===== src/rtl/sal_cmd_sched_pkg.sv =====
// -----------------------------------------------------------------------------
// sal_cmd_sched_pkg
// Shared SAL definitions for the DRAM command path: field-width macros for the
// DRAM address/AXI tag fields and the inter-bank timing registers, plus the
// DFI command-type encoding.
// Ports: none (package).
// -----------------------------------------------------------------------------
`ifndef SAL_CMD_SCHED_DEFINES
`define SAL_CMD_SCHED_DEFINES
`define DRAM_BA_WIDTH 2
`define DRAM_RA_WIDTH 14
`define DRAM_CA_WIDTH 10
`define AXI_ID_WIDTH  4
`define AXI_LEN_WIDTH 8
`define T_RRD_WIDTH   4
`define T_CCD_WIDTH   4
`define T_WTR_WIDTH   4
`define T_RTW_WIDTH   4
`endif

package sal_cmd_sched_pkg;

   localparam int CMD_W = 3;

   // Encoding seen on the DFI-side command bus.
   typedef enum logic [CMD_W-1:0] {
      CMD_NOP = 3'd0,
      CMD_ACT = 3'd1,
      CMD_RD  = 3'd2,
      CMD_WR  = 3'd3,
      CMD_PRE = 3'd4,
      CMD_REF = 3'd5
   } sal_cmd_e;

endpackage


===== src/rtl/sal_cmd_sched_rr_arb.sv =====
// -----------------------------------------------------------------------------
// sal_rr_arb
// Combinational round-robin arbiter. Scans the request vector starting at the
// bank given by ptr and grants the first requester found.
// Ports:
//   req  in  BK_CNT  request per bank
//   ptr  in  PW      bank with highest priority this cycle
//   gnt  out BK_CNT  one-hot grant (all zero when no request)
//   idx  out PW      index of the granted bank (0 when none)
//   any  out 1       at least one request present
// -----------------------------------------------------------------------------
module sal_rr_arb #(
   parameter int BK_CNT = 4,
   parameter int PW     = (BK_CNT > 1) ? $clog2(BK_CNT) : 1
) (
   input  logic [BK_CNT-1:0] req,
   input  logic [PW-1:0]     ptr,
   output logic [BK_CNT-1:0] gnt,
   output logic [PW-1:0]     idx,
   output logic              any
);

   int          pos;
   logic [PW-1:0] cand;

   // Rotating priority scan: first requester at or after ptr wins.
   always_comb begin
      gnt  = '0;
      idx  = '0;
      any  = 1'b0;
      pos  = 0;
      cand = '0;
      for (int i = 0; i < BK_CNT; i++) begin
         pos  = (int'(ptr) + i) % BK_CNT;
         cand = PW'(pos);
         if (!any && req[cand]) begin
            gnt[cand] = 1'b1;
            idx       = cand;
            any       = 1'b1;
         end else begin
         end
      end
   end

endmodule


===== src/rtl/sal_cmd_sched.sv =====
// -----------------------------------------------------------------------------
// sal_cmd_sched
// Per-channel DRAM command scheduler. Grants at most one bank command per
// cycle (class priority CAS > ACT > PRE > REF, round-robin inside a class),
// enforces tRRD/tCCD/tWTR/tRTW between banks and drives a registered command
// bus one cycle after the grant.
// Ports:
//   clk, rst                          clock, async active-high reset
//   t_rrd_m1/t_ccd_m1/t_wtr_m1/t_rtw_m1  timing values minus one
//   act/rd/wr/pre/ref_req  [BK_CNT]   level requests, bit b = bank b
//   ra/ca/id/len                       per-bank fields, slice b = bank b
//   act/rd/wr/pre/ref_gnt  [BK_CNT]   combinational grants (at most one bit)
//   cmd_valid, cmd_type, cmd_ba/ra/ca/id/len  registered command
// -----------------------------------------------------------------------------
module sal_cmd_sched
   import sal_cmd_sched_pkg::*;
#(
   parameter int BK_CNT = 1 << `DRAM_BA_WIDTH
) (
   input  logic                               clk,
   input  logic                               rst,
   input  logic [`T_RRD_WIDTH-1:0]            t_rrd_m1,
   input  logic [`T_CCD_WIDTH-1:0]            t_ccd_m1,
   input  logic [`T_WTR_WIDTH-1:0]            t_wtr_m1,
   input  logic [`T_RTW_WIDTH-1:0]            t_rtw_m1,
   input  logic [BK_CNT-1:0]                  act_req,
   input  logic [BK_CNT-1:0]                  rd_req,
   input  logic [BK_CNT-1:0]                  wr_req,
   input  logic [BK_CNT-1:0]                  pre_req,
   input  logic [BK_CNT-1:0]                  ref_req,
   input  logic [BK_CNT*`DRAM_RA_WIDTH-1:0]   ra,
   input  logic [BK_CNT*`DRAM_CA_WIDTH-1:0]   ca,
   input  logic [BK_CNT*`AXI_ID_WIDTH-1:0]    id,
   input  logic [BK_CNT*`AXI_LEN_WIDTH-1:0]   len,
   output logic [BK_CNT-1:0]                  act_gnt,
   output logic [BK_CNT-1:0]                  rd_gnt,
   output logic [BK_CNT-1:0]                  wr_gnt,
   output logic [BK_CNT-1:0]                  pre_gnt,
   output logic [BK_CNT-1:0]                  ref_gnt,
   output logic                               cmd_valid,
   output logic [CMD_W-1:0]                   cmd_type,
   output logic [`DRAM_BA_WIDTH-1:0]          cmd_ba,
   output logic [`DRAM_RA_WIDTH-1:0]          cmd_ra,
   output logic [`DRAM_CA_WIDTH-1:0]          cmd_ca,
   output logic [`AXI_ID_WIDTH-1:0]           cmd_id,
   output logic [`AXI_LEN_WIDTH-1:0]          cmd_len
);

   localparam int BA_W  = `DRAM_BA_WIDTH;
   localparam int RA_W  = `DRAM_RA_WIDTH;
   localparam int CA_W  = `DRAM_CA_WIDTH;
   localparam int ID_W  = `AXI_ID_WIDTH;
   localparam int LEN_W = `AXI_LEN_WIDTH;
   localparam int RRD_W = `T_RRD_WIDTH;
   localparam int CCD_W = `T_CCD_WIDTH;
   localparam int WTR_W = `T_WTR_WIDTH;
   localparam int RTW_W = `T_RTW_WIDTH;
   localparam int PW    = (BK_CNT > 1) ? $clog2(BK_CNT) : 1;

   // Next round-robin pointer: one past the granted bank, wrapping at BK_CNT.
   function automatic logic [PW-1:0] ptr_inc(input logic [PW-1:0] b);
      logic [PW-1:0] r;
      if (b == PW'(BK_CNT - 1)) begin
         r = '0;
      end else begin
         r = b + PW'(1);
      end
      return r;
   endfunction

   // Per-bank field views
   logic [RA_W-1:0]  ra_a  [BK_CNT];
   logic [CA_W-1:0]  ca_a  [BK_CNT];
   logic [ID_W-1:0]  id_a  [BK_CNT];
   logic [LEN_W-1:0] len_a [BK_CNT];

   for (genvar b = 0; b < BK_CNT; b++) begin : g_fields
      assign ra_a[b]  = ra[b*RA_W +: RA_W];
      assign ca_a[b]  = ca[b*CA_W +: CA_W];
      assign id_a[b]  = id[b*ID_W +: ID_W];
      assign len_a[b] = len[b*LEN_W +: LEN_W];
   end

   // State
   logic [RRD_W-1:0] rrd_cnt_q, rrd_cnt_d;
   logic [CCD_W-1:0] ccd_cnt_q, ccd_cnt_d;
   logic [WTR_W-1:0] wtr_cnt_q, wtr_cnt_d;
   logic [RTW_W-1:0] rtw_cnt_q, rtw_cnt_d;
   logic [PW-1:0]    act_ptr_q, act_ptr_d;
   logic [PW-1:0]    cas_ptr_q, cas_ptr_d;
   logic [PW-1:0]    pre_ptr_q, pre_ptr_d;
   logic [PW-1:0]    ref_ptr_q, ref_ptr_d;
   logic             cmd_valid_q, cmd_valid_d;
   sal_cmd_e         cmd_type_q, cmd_type_d;
   logic [BA_W-1:0]  cmd_ba_q, cmd_ba_d;
   logic [RA_W-1:0]  cmd_ra_q, cmd_ra_d;
   logic [CA_W-1:0]  cmd_ca_q, cmd_ca_d;
   logic [ID_W-1:0]  cmd_id_q, cmd_id_d;
   logic [LEN_W-1:0] cmd_len_q, cmd_len_d;

   // Eligibility
   logic act_ok, rd_ok, wr_ok;
   logic [BK_CNT-1:0] cas_elig, act_elig;

   assign act_ok   = (rrd_cnt_q == '0);
   assign rd_ok    = (ccd_cnt_q == '0) && (wtr_cnt_q == '0);
   assign wr_ok    = (ccd_cnt_q == '0) && (rtw_cnt_q == '0);
   // RD and WR compete in one CAS class; each bank only ever raises one type.
   assign cas_elig = (rd_req & {BK_CNT{rd_ok}}) | (wr_req & {BK_CNT{wr_ok}});
   assign act_elig = act_req & {BK_CNT{act_ok}};

   // Per-class arbiters
   logic [BK_CNT-1:0] cas_oh, act_oh, pre_oh, ref_oh;
   logic [PW-1:0]     cas_idx, act_idx, pre_idx, ref_idx;
   logic              cas_any, act_any, pre_any, ref_any;

   sal_rr_arb #(.BK_CNT(BK_CNT), .PW(PW)) u_cas_arb (
      .req(cas_elig), .ptr(cas_ptr_q), .gnt(cas_oh), .idx(cas_idx), .any(cas_any));
   sal_rr_arb #(.BK_CNT(BK_CNT), .PW(PW)) u_act_arb (
      .req(act_elig), .ptr(act_ptr_q), .gnt(act_oh), .idx(act_idx), .any(act_any));
   sal_rr_arb #(.BK_CNT(BK_CNT), .PW(PW)) u_pre_arb (
      .req(pre_req),  .ptr(pre_ptr_q), .gnt(pre_oh), .idx(pre_idx), .any(pre_any));
   sal_rr_arb #(.BK_CNT(BK_CNT), .PW(PW)) u_ref_arb (
      .req(ref_req),  .ptr(ref_ptr_q), .gnt(ref_oh), .idx(ref_idx), .any(ref_any));

   sal_cmd_e      sel_type;
   logic [PW-1:0] sel_bank;

   // Class priority: a stalled higher class falls through to the next one.
   always_comb begin
      sel_type = CMD_NOP;
      sel_bank = '0;
      if (rst) begin
         sel_type = CMD_NOP;
      end else if (cas_any) begin
         sel_bank = cas_idx;
         sel_type = rd_req[cas_idx] ? CMD_RD : CMD_WR;
      end else if (act_any) begin
         sel_bank = act_idx;
         sel_type = CMD_ACT;
      end else if (pre_any) begin
         sel_bank = pre_idx;
         sel_type = CMD_PRE;
      end else if (ref_any) begin
         sel_bank = ref_idx;
         sel_type = CMD_REF;
      end else begin
         sel_type = CMD_NOP;
      end
   end

   // Route the winning class's one-hot to its grant vector.
   always_comb begin
      act_gnt = '0;
      rd_gnt  = '0;
      wr_gnt  = '0;
      pre_gnt = '0;
      ref_gnt = '0;
      case (sel_type)
         CMD_ACT: act_gnt = act_oh;
         CMD_RD:  rd_gnt  = cas_oh;
         CMD_WR:  wr_gnt  = cas_oh;
         CMD_PRE: pre_gnt = pre_oh;
         CMD_REF: ref_gnt = ref_oh;
         default: begin
         end
      endcase
   end

   // Next-state: timing counters, pointers and the command register.
   always_comb begin
      rrd_cnt_d   = (rrd_cnt_q != '0) ? rrd_cnt_q - RRD_W'(1) : rrd_cnt_q;
      ccd_cnt_d   = (ccd_cnt_q != '0) ? ccd_cnt_q - CCD_W'(1) : ccd_cnt_q;
      wtr_cnt_d   = (wtr_cnt_q != '0) ? wtr_cnt_q - WTR_W'(1) : wtr_cnt_q;
      rtw_cnt_d   = (rtw_cnt_q != '0) ? rtw_cnt_q - RTW_W'(1) : rtw_cnt_q;
      act_ptr_d   = act_ptr_q;
      cas_ptr_d   = cas_ptr_q;
      pre_ptr_d   = pre_ptr_q;
      ref_ptr_d   = ref_ptr_q;
      cmd_valid_d = 1'b0;
      cmd_type_d  = CMD_NOP;
      cmd_ba_d    = cmd_ba_q;
      cmd_ra_d    = cmd_ra_q;
      cmd_ca_d    = cmd_ca_q;
      cmd_id_d    = cmd_id_q;
      cmd_len_d   = cmd_len_q;

      // A load on grant overrides the decrement above.
      case (sel_type)
         CMD_ACT: begin
            rrd_cnt_d = t_rrd_m1;
            act_ptr_d = ptr_inc(sel_bank);
         end
         CMD_RD: begin
            ccd_cnt_d = t_ccd_m1;
            rtw_cnt_d = t_rtw_m1;
            cas_ptr_d = ptr_inc(sel_bank);
         end
         CMD_WR: begin
            ccd_cnt_d = t_ccd_m1;
            wtr_cnt_d = t_wtr_m1;
            cas_ptr_d = ptr_inc(sel_bank);
         end
         CMD_PRE: pre_ptr_d = ptr_inc(sel_bank);
         CMD_REF: ref_ptr_d = ptr_inc(sel_bank);
         default: begin
         end
      endcase

      if (sel_type != CMD_NOP) begin
         cmd_valid_d = 1'b1;
         cmd_type_d  = sel_type;
         cmd_ba_d    = BA_W'(sel_bank);
         cmd_ra_d    = ra_a[sel_bank];
         cmd_ca_d    = ca_a[sel_bank];
         cmd_id_d    = id_a[sel_bank];
         cmd_len_d   = len_a[sel_bank];
      end else begin
         cmd_valid_d = 1'b0;
      end
   end

   // State registers; reset drops any command in flight.
   always_ff @(posedge clk or posedge rst) begin
      if (rst) begin
         rrd_cnt_q   <= '0;
         ccd_cnt_q   <= '0;
         wtr_cnt_q   <= '0;
         rtw_cnt_q   <= '0;
         act_ptr_q   <= '0;
         cas_ptr_q   <= '0;
         pre_ptr_q   <= '0;
         ref_ptr_q   <= '0;
         cmd_valid_q <= 1'b0;
         cmd_type_q  <= CMD_NOP;
         cmd_ba_q    <= '0;
         cmd_ra_q    <= '0;
         cmd_ca_q    <= '0;
         cmd_id_q    <= '0;
         cmd_len_q   <= '0;
      end else begin
         rrd_cnt_q   <= rrd_cnt_d;
         ccd_cnt_q   <= ccd_cnt_d;
         wtr_cnt_q   <= wtr_cnt_d;
         rtw_cnt_q   <= rtw_cnt_d;
         act_ptr_q   <= act_ptr_d;
         cas_ptr_q   <= cas_ptr_d;
         pre_ptr_q   <= pre_ptr_d;
         ref_ptr_q   <= ref_ptr_d;
         cmd_valid_q <= cmd_valid_d;
         cmd_type_q  <= cmd_type_d;
         cmd_ba_q    <= cmd_ba_d;
         cmd_ra_q    <= cmd_ra_d;
         cmd_ca_q    <= cmd_ca_d;
         cmd_id_q    <= cmd_id_d;
         cmd_len_q   <= cmd_len_d;
      end
   end

   assign cmd_valid = cmd_valid_q;
   assign cmd_type  = cmd_type_q;
   assign cmd_ba    = cmd_ba_q;
   assign cmd_ra    = cmd_ra_q;
   assign cmd_ca    = cmd_ca_q;
   assign cmd_id    = cmd_id_q;
   assign cmd_len   = cmd_len_q;

endmodule


===== config.mk =====
export PLATFORM = sky130hd
export DESIGN_NAME = sal_cmd_sched
export DESIGN_NICKNAME = d
export VERILOG_FILES = /design/src/rtl/sal_cmd_sched_pkg.sv /design/src/rtl/sal_cmd_sched_rr_arb.sv /design/src/rtl/sal_cmd_sched.sv
export SDC_FILE = /design/constraint.sdc
export NUM_CORES = 1
export LEC_CHECK = 0
export CAP_MARGIN = 20
export CORE_ASPECT_RATIO = 1.4
export CORE_MARGIN = 4
export CORE_UTILIZATION = 40
export DETAILED_ROUTE_END_ITERATION = 16
export GPL_ROUTABILITY_DRIVEN = 0
export PLACE_DENSITY = 0.82
export SKIP_CTS_REPAIR_TIMING = 1
export SKIP_LAST_GASP = 1
export SYNTH_ARGS = -nofsm -noshare
export SYNTH_HDL_FRONTEND = slang
export SYNTH_SLANG_ARGS = --single-unit

===== constraint.sdc =====
create_clock -name clk -period 3.35 [get_ports clk]
set_clock_uncertainty 0.05 [all_clocks]
set_input_delay 0.5025 -clock clk [delete_from_list [all_inputs] [get_ports clk]]
set_output_delay 0.5025 -clock clk [all_outputs]
set_load 0.01 [all_outputs]

==> flow_summary_export.csv <==
group,metric,value,unit
sta,max_freq,259,MHz
clock_tree,cts_tree,"built",
logic_synthesis,yosys_warnings,0,
finish,final_area,10200,µm²
logic_synthesis,synthCells,695,
hold_path,min_path_cells,2,
logic_synthesis,synth_simple_gate_area_share,21.7,%
finish,area_growth,72.2,%
die,design.core.area,14500,µm²
setup_path,crit_chain,"inv_2, ha_4, or3b_4, nor2_4, a22o_1, buf_6, nand2_4, a32o_2, a21oi_4, mux2i_2, o22a_1, buf_12, nor2_4, buf_6",
sta,rsz0062_at_grt,"true",
clock_tree,cts_root_buf,"clkbuf_16",
sta,maxSlewViolCount,0,
clock_tree,cts_sinks,66,
grt,grt_pass1_wl,34.6,mm
setup_path,start_kind,"flip-flop",
hold_path,worstHoldStart,"cmd_ba[1]",
power_and_ir_drop,pwr_density_cell,817,nW/µm²
die,std_cell_rows,52,
clock_tree,cts_buffer_depth,2,
logic_synthesis,synthArstFlopShare,100,%
detailed_routing,vias,6922,
setup_path,r2r-end,"cmd_len[0]",
logic_synthesis,synth_area_per_cell,8.56,µm²
outcome,status,"complete, but fails checks",
hold_path,hp-class,"reg -> reg",
logic_synthesis,synth_edf_count,0,
finish,fillers,1055,
grt,grt_max_degree,69,
sta,setup_viol,46,
logic_synthesis,synth_xor_area_share,1.18,%
logic_synthesis,synth-seq-area-share,27.8,%
setup_path,slowest_delay,400,ps
finish,layout.nets,1258,
power_and_ir_drop,worst_ir_drop_vdd,0.404,mV
detailed_routing,drt_iter0_drc,403,
logic_synthesis,synth_top_cell_by_area,"dfrtp_1",
die,io_pins,244,
detailed_routing,ant_nets,0,
finish,seqCellArea,1650,µm²
outcome,violations,"negative setup slack",
setup_path,cp_max_fo,6,
logic_synthesis,syn-num-nets,917,
logic_synthesis,yosys-top-cells-area,"dfrtp_1 28%, ha_1 8.4%, nand2_1 6.4%",
setup_path,cp-end-kind,"output pin",
logic_synthesis,synth.cell_area,5950,µm²
logic_synthesis,synth_top_flop_cell,"dfrtp_1",
clock_tree,clk_latency,340,ps
logic_synthesis,synth_mux_area_share,12.3,%
die,die_area,16900,µm²
logic_synthesis,ys_types,62,
sta,setup-tns-final,-6470,ps
sta,setup_ws,-506,ps
flow_run,max_cap_viol_count,0,
finish,multi_input_area,4300,µm²
clock_tree,cts.clk_slew.worst_paths,60,ps
placed_design,dp_hpwl,17.3,mm
setup_path,slowest_stage,"dfrtp_1",
setup_path,critPathKind,"reg -> out",
setup_path,rr_startpoint,"rtw_cnt_q[1]",
sta,period_needed,3860,ps
die,die_w,111,µm
detailed_routing,wire_per_inst,18.9,µm
clock_tree,htree_levels,3,
logic_synthesis,synth_top_area_share,27.8,%
hold_path,hold_end,"cmd_ba[1]",
setup_path,arrival,3300,ps
setup_path,r2r_setup_slack,-180,ps
logic_synthesis,synthAdderAreaFrac,8.42,%
sta,tightest_slew,918,ps
finish,num_antenna_cells,0,
power_and_ir_drop,leakagePower,4.57,nW
placed_design,port_buffers,243,
die,die_y,152,µm
logic_synthesis,synth_compound_area_share,22.8,%
sta,post-route-period-util,115,%
grt,antenna_found_initial,2,
setup_path,critical_path_required,2800,ps
sta,hold_viol,0,
grt,grt_usage,24.9,%
detailed_routing,via_per_inst,5.63,
grt,grt_pass1_vias,6939,
clock_tree,cts-buffers-inserted,9,
placed_design,placedInstanceArea,9460,µm²
setup_path,r2r_cells,15,
sta,relSlewSlack,38.8,%
logic_synthesis,ys_seq_elements,66,
grt,globalRouteOverflowTotal,0,
finish,final_layout_size_suffix_gt1_share,24.9,%
die,initial_core_util,41.0,%
detailed_routing,first_pass_iters,5,
detailed_routing,drcViolationCount,0,
detailed_routing,wl,23.3,mm
logic_synthesis,synth_top_family_by_area,"compound AO/OA/AOI/OAI gates",
-- registers in the layout (all words and copies together) (netlist names), 3 cells and up --
register / flops
rrd_cnt_q: 4
cmd_type: 3
wtr_cnt_q: 4
cmd_ca: 10
cmd_ra: 14
rtw_cnt_q: 4
ccd_cnt_q: 4
cmd_len: 8
cmd_id: 4
-- worst max-delay path: cells and delay by family (launching register included) --
kind                       cells  cell delay (ps)
AOI/OAI and AO/OA              4             1010
adders and majority gates      1              140
buffers and inverters          4              500
DFF                            1              400
muxes                          1              260
and+or+nand+nor                4              680
-- synth_stat cells (5+ instances only) --
master	number
nand2_1	102
nor2_1	75
dfrtp_1	66
ha_1	40
mux2i_1	29
a211oi_1	27
a311oi_1	27
and3_1	27
clkbuf_1	24
o21ai_0	24
inv_1	22
a22oi_1	20
a21oi_1	18
a221oi_1	17
nand3_1	16
buf_2	13
nor3_1	12
o221ai_1	12
mux4_2	11
and2_1	9
mux2_2	8
xnor2_1	8
buf_4	6
a21o_1	5
buf_6	5
nand2b_1	5
nor4_1	5
or3_1	5
-- area by class of cell --
cell class | instances | area share (%)
inverters | 24 | 0.916
flip-flops and latches | 66 | 16.1
clock inverters | 6 | 0.880
well taps | 189 | 2.31
repair buffers | 378 | 35.5
multi-input cells | 557 | 41.9
clock buffers | 10 | 2.33
-- power breakdown --
part / internal, W / switching [W] / leakage, nW
Clock: 0.000673 / 0.000382 / 0.159
Sequential: 0.00121 / 0.000257 / 0.783
Combinational: 0.00299 / 0.00286 / 3.63
-- worst max path at each step --
stage / startpoint / endpoint / slack, ps / cells after the start
floorplan: wtr_cnt_q[0] / rd_gnt[0] / -40 / 14
global placement: rd_req[2] / rd_gnt[3] / -430 / 10
detailed placement: ccd_cnt_q[1] / rd_gnt[2] / -520 / 14
CTS: ccd_cnt_q[0] / rd_gnt[2] / -900 / 14
global route: rtw_cnt_q[1] / rd_gnt[0] / -610 / 14
finish: rtw_cnt_q[1] / rd_gnt[0] / -510 / 14
-- kinds of logic (layout without fill, tap and decap cells) --
group	Yosys count	in the layout
xor gates and xnor gates	8	8
AOI/OAI and AO/OA	180	180
muxes	56	56
adders and majority gates	40	40
DFF	66	66
and+or+nand+nor	273	273
buffers and inverters	72	418
-- metrics by stage --
stage | util, % | worst slack, ps | instances | hold slack, ps | total power (W)
after global placement | 65.2 | -426 | 1206 | 407 | 0.00662
after CTS | 67.4 | -905 | 1222 | 440 | 0.00785
after floorplan | - | -44.6 | 695 | 465 | 0.00453
after global routing | 70.6 | -614 | 1230 | 451 | 0.00893
final | 70.6 | -506 | 1230 | 435 | 0.00837
after detailed placement | 65.2 | -523 | 1206 | 426 | 0.00676
-- routing by layer --
| metal | vias up | track usage, % | routed length (µm) |
|---|---|---|---|
| li1 | 3276 | - | - |
| met1 | 3280 | 27.2 | 8640 |
| met2 | 305 | 46.2 | 12200 |
| met3 | 57 | 6.20 | 1700 |
| met4 | 4 | 8.99 | 656 |
| met5 | - | 0 | 21 |
-- layout by cell type, fill, tap and decap left out, types with 5 or more instances in the layout --
cell | netlist | layout
nor2_1 | 75 | 68
a311oi_1 | 27 | 17
nor2_4 | 1 | 6
and3_1 | 27 | 27
a22oi_1 | 20 | 20
dlymetal6s2s_1 | 0 | 12
buf_4 | 6 | 116
ha_1 | 40 | 35
mux2_2 | 8 | 8
buf_6 | 5 | 12
buf_12 | 0 | 8
and2_1 | 9 | 6
a21o_1 | 5 | 5
nand2b_1 | 5 | 5
mux2i_1 | 29 | 26
mux4_2 | 11 | 11
nand3_1 | 16 | 14
clkdlybuf4s50_1 | 0 | 223
a311oi_2 | 0 | 10
nor3_1 | 12 | 12
o221ai_1 | 12 | 12
xnor2_1 | 8 | 7
a221oi_2 | 0 | 6
a21oi_1 | 18 | 16
inv_1 | 22 | 15
inv_2 | 1 | 7
dfrtp_1 | 66 | 64
o21ai_0 | 24 | 23
nand2_1 | 102 | 99
a211oi_1 | 27 | 27
clkbuf_16 | 0 | 11
a221oi_1 | 17 | 11
Power figures use the tool's default switching activity.
==> variant, RTL diff (config.mk and constraints unchanged) <==
`T_RRD_WIDTH`: 4 -> 6.
--- a/src/rtl/sal_cmd_sched_pkg.sv
+++ b/src/rtl/sal_cmd_sched_pkg.sv
@@ -13,5 +13,5 @@
 `define AXI_ID_WIDTH  4
 `define AXI_LEN_WIDTH 8
-`define T_RRD_WIDTH   4
+`define T_RRD_WIDTH   6
 `define T_CCD_WIDTH   4
 `define T_WTR_WIDTH   4
Interface: changed (resized t_rrd_m1); port bits go from 244 to 246. The function was not compared with the original's and may differ.
==> variant against the original RTL <==
The flow still finishes with violations (setup timing). Critical path depth down 2. Sequential cell count up 2. Combinational power down 8.9%. Design area down 1.2%. Wire length down 10%. Power down 5.5%. Setup slack better by 0.19 ns. Cell count down 4.1%. Via count down 6.6%. Area after synthesis up 2.3%.
==> variant: results <==
worst_setup_path:
  slowest_stage: "or3_4"
  worstSetupStartpoint: "wtr_cnt_q[0]"
  r2r_slack_ns: 0.06
  ff2ff_path_depth: 16
  crit_fanout: 5
  timing.rr.end: "pre_ptr_q[1]"
pwr:
  ir_drop_uv: 457.1
  p_leak_nw: 4.291
global_route:
  antenna_found_initial: 0
  grt_max_degree: 72
  grt_pass1_vias: 6720
route:
  via_per_inst: 5.481
  drt_wl_total_mm: 20.86
  dr.first_iter.drc_count: 372
  vias: 6468
timing:
  setup_tns_ns: -2.431
  fin_ws_ns: -0.3191
  setup_viol: 9
  worst_pin_slew_ns: 0.9235
synthesis:
  synth_common_cells: "mux2i_1, nand2_1, dfrtp_1"
  syn_nets: 874
  syn_inst: 649
  synth_area_leaders: "dfrtp_1, mux2i_1, ha_1"
status:
  violations: "setup timing"
  status: "complete, but fails checks"
final_layout:
  fillers: 1140
  drive_above_1_share: 0.2429
placement:
  place_ws_ns: -0.5769
  post_dp_cell_area_um2: 9515
## variant: layer usage
layer  GRT usage  wire length [um]  vias up
met1      0.2399              7383     3030
met2      0.4348             11170      246
met3     0.06181              1429       66
met5           0                 0        -
met4     0.09278               875        0
li1            -                 -     3126
## variant: power breakdown
group          switching, W  total, W  internal (W)
logic               0.00257   0.00533       0.00276
clock network      0.000374   0.00107      0.000694
registers          0.000279   0.00151       0.00123
total               0.00323   0.00791       0.00468
## variant: cell type report
type | count | area [um2] | area share
Sequential cell | 68 | 1703 | 0.1682
Tap cell | 192 | 240.2 | 0.02373
Timing Repair Buffer | 365 | 3427 | 0.3385
Inverter | 25 | 97.59 | 0.009640
Multi-Input combinational cell | 514 | 4319 | 0.4266
Clock inverter | 5 | 83.83 | 0.008281
Clock buffer | 11 | 252.7 | 0.02497
## variant: kinds of logic after synthesis
logic type                 Yosys count  share of synthesized area
adders and majority gates           41                    0.08431
buffers and inverters               67                    0.05141
DFF                                 68                     0.2797
and+or+nand+nor                    182                     0.1435
AOI/OAI and AO/OA                  171                     0.2338
muxes                              110                     0.1929
xor gates and xnor gates            10                    0.01440
## variant: how the worst min path moves through the flow
| stage | startpoint | endpoint | slack, ns | cells past startpoint |
|---|---|---|---|---|
| 2_1_floorplan | rrd_cnt_q[5] | rrd_cnt_q[5] | 0.45 | 1 |
| 3_3_place_gp | cmd_ba[1] | cmd_ba[1] | 0.41 | 1 |
| 3_5_place_dp | cmd_len[5] | cmd_len[5] | 0.42 | 2 |
| 4_1_cts | cmd_ra[5] | cmd_ra[5] | 0.44 | 2 |
| 5_1_grt | cmd_ba[1] | cmd_ba[1] | 0.46 | 1 |
| 6_report | cmd_ra[8] | cmd_ra[8] | 0.44 | 2 |
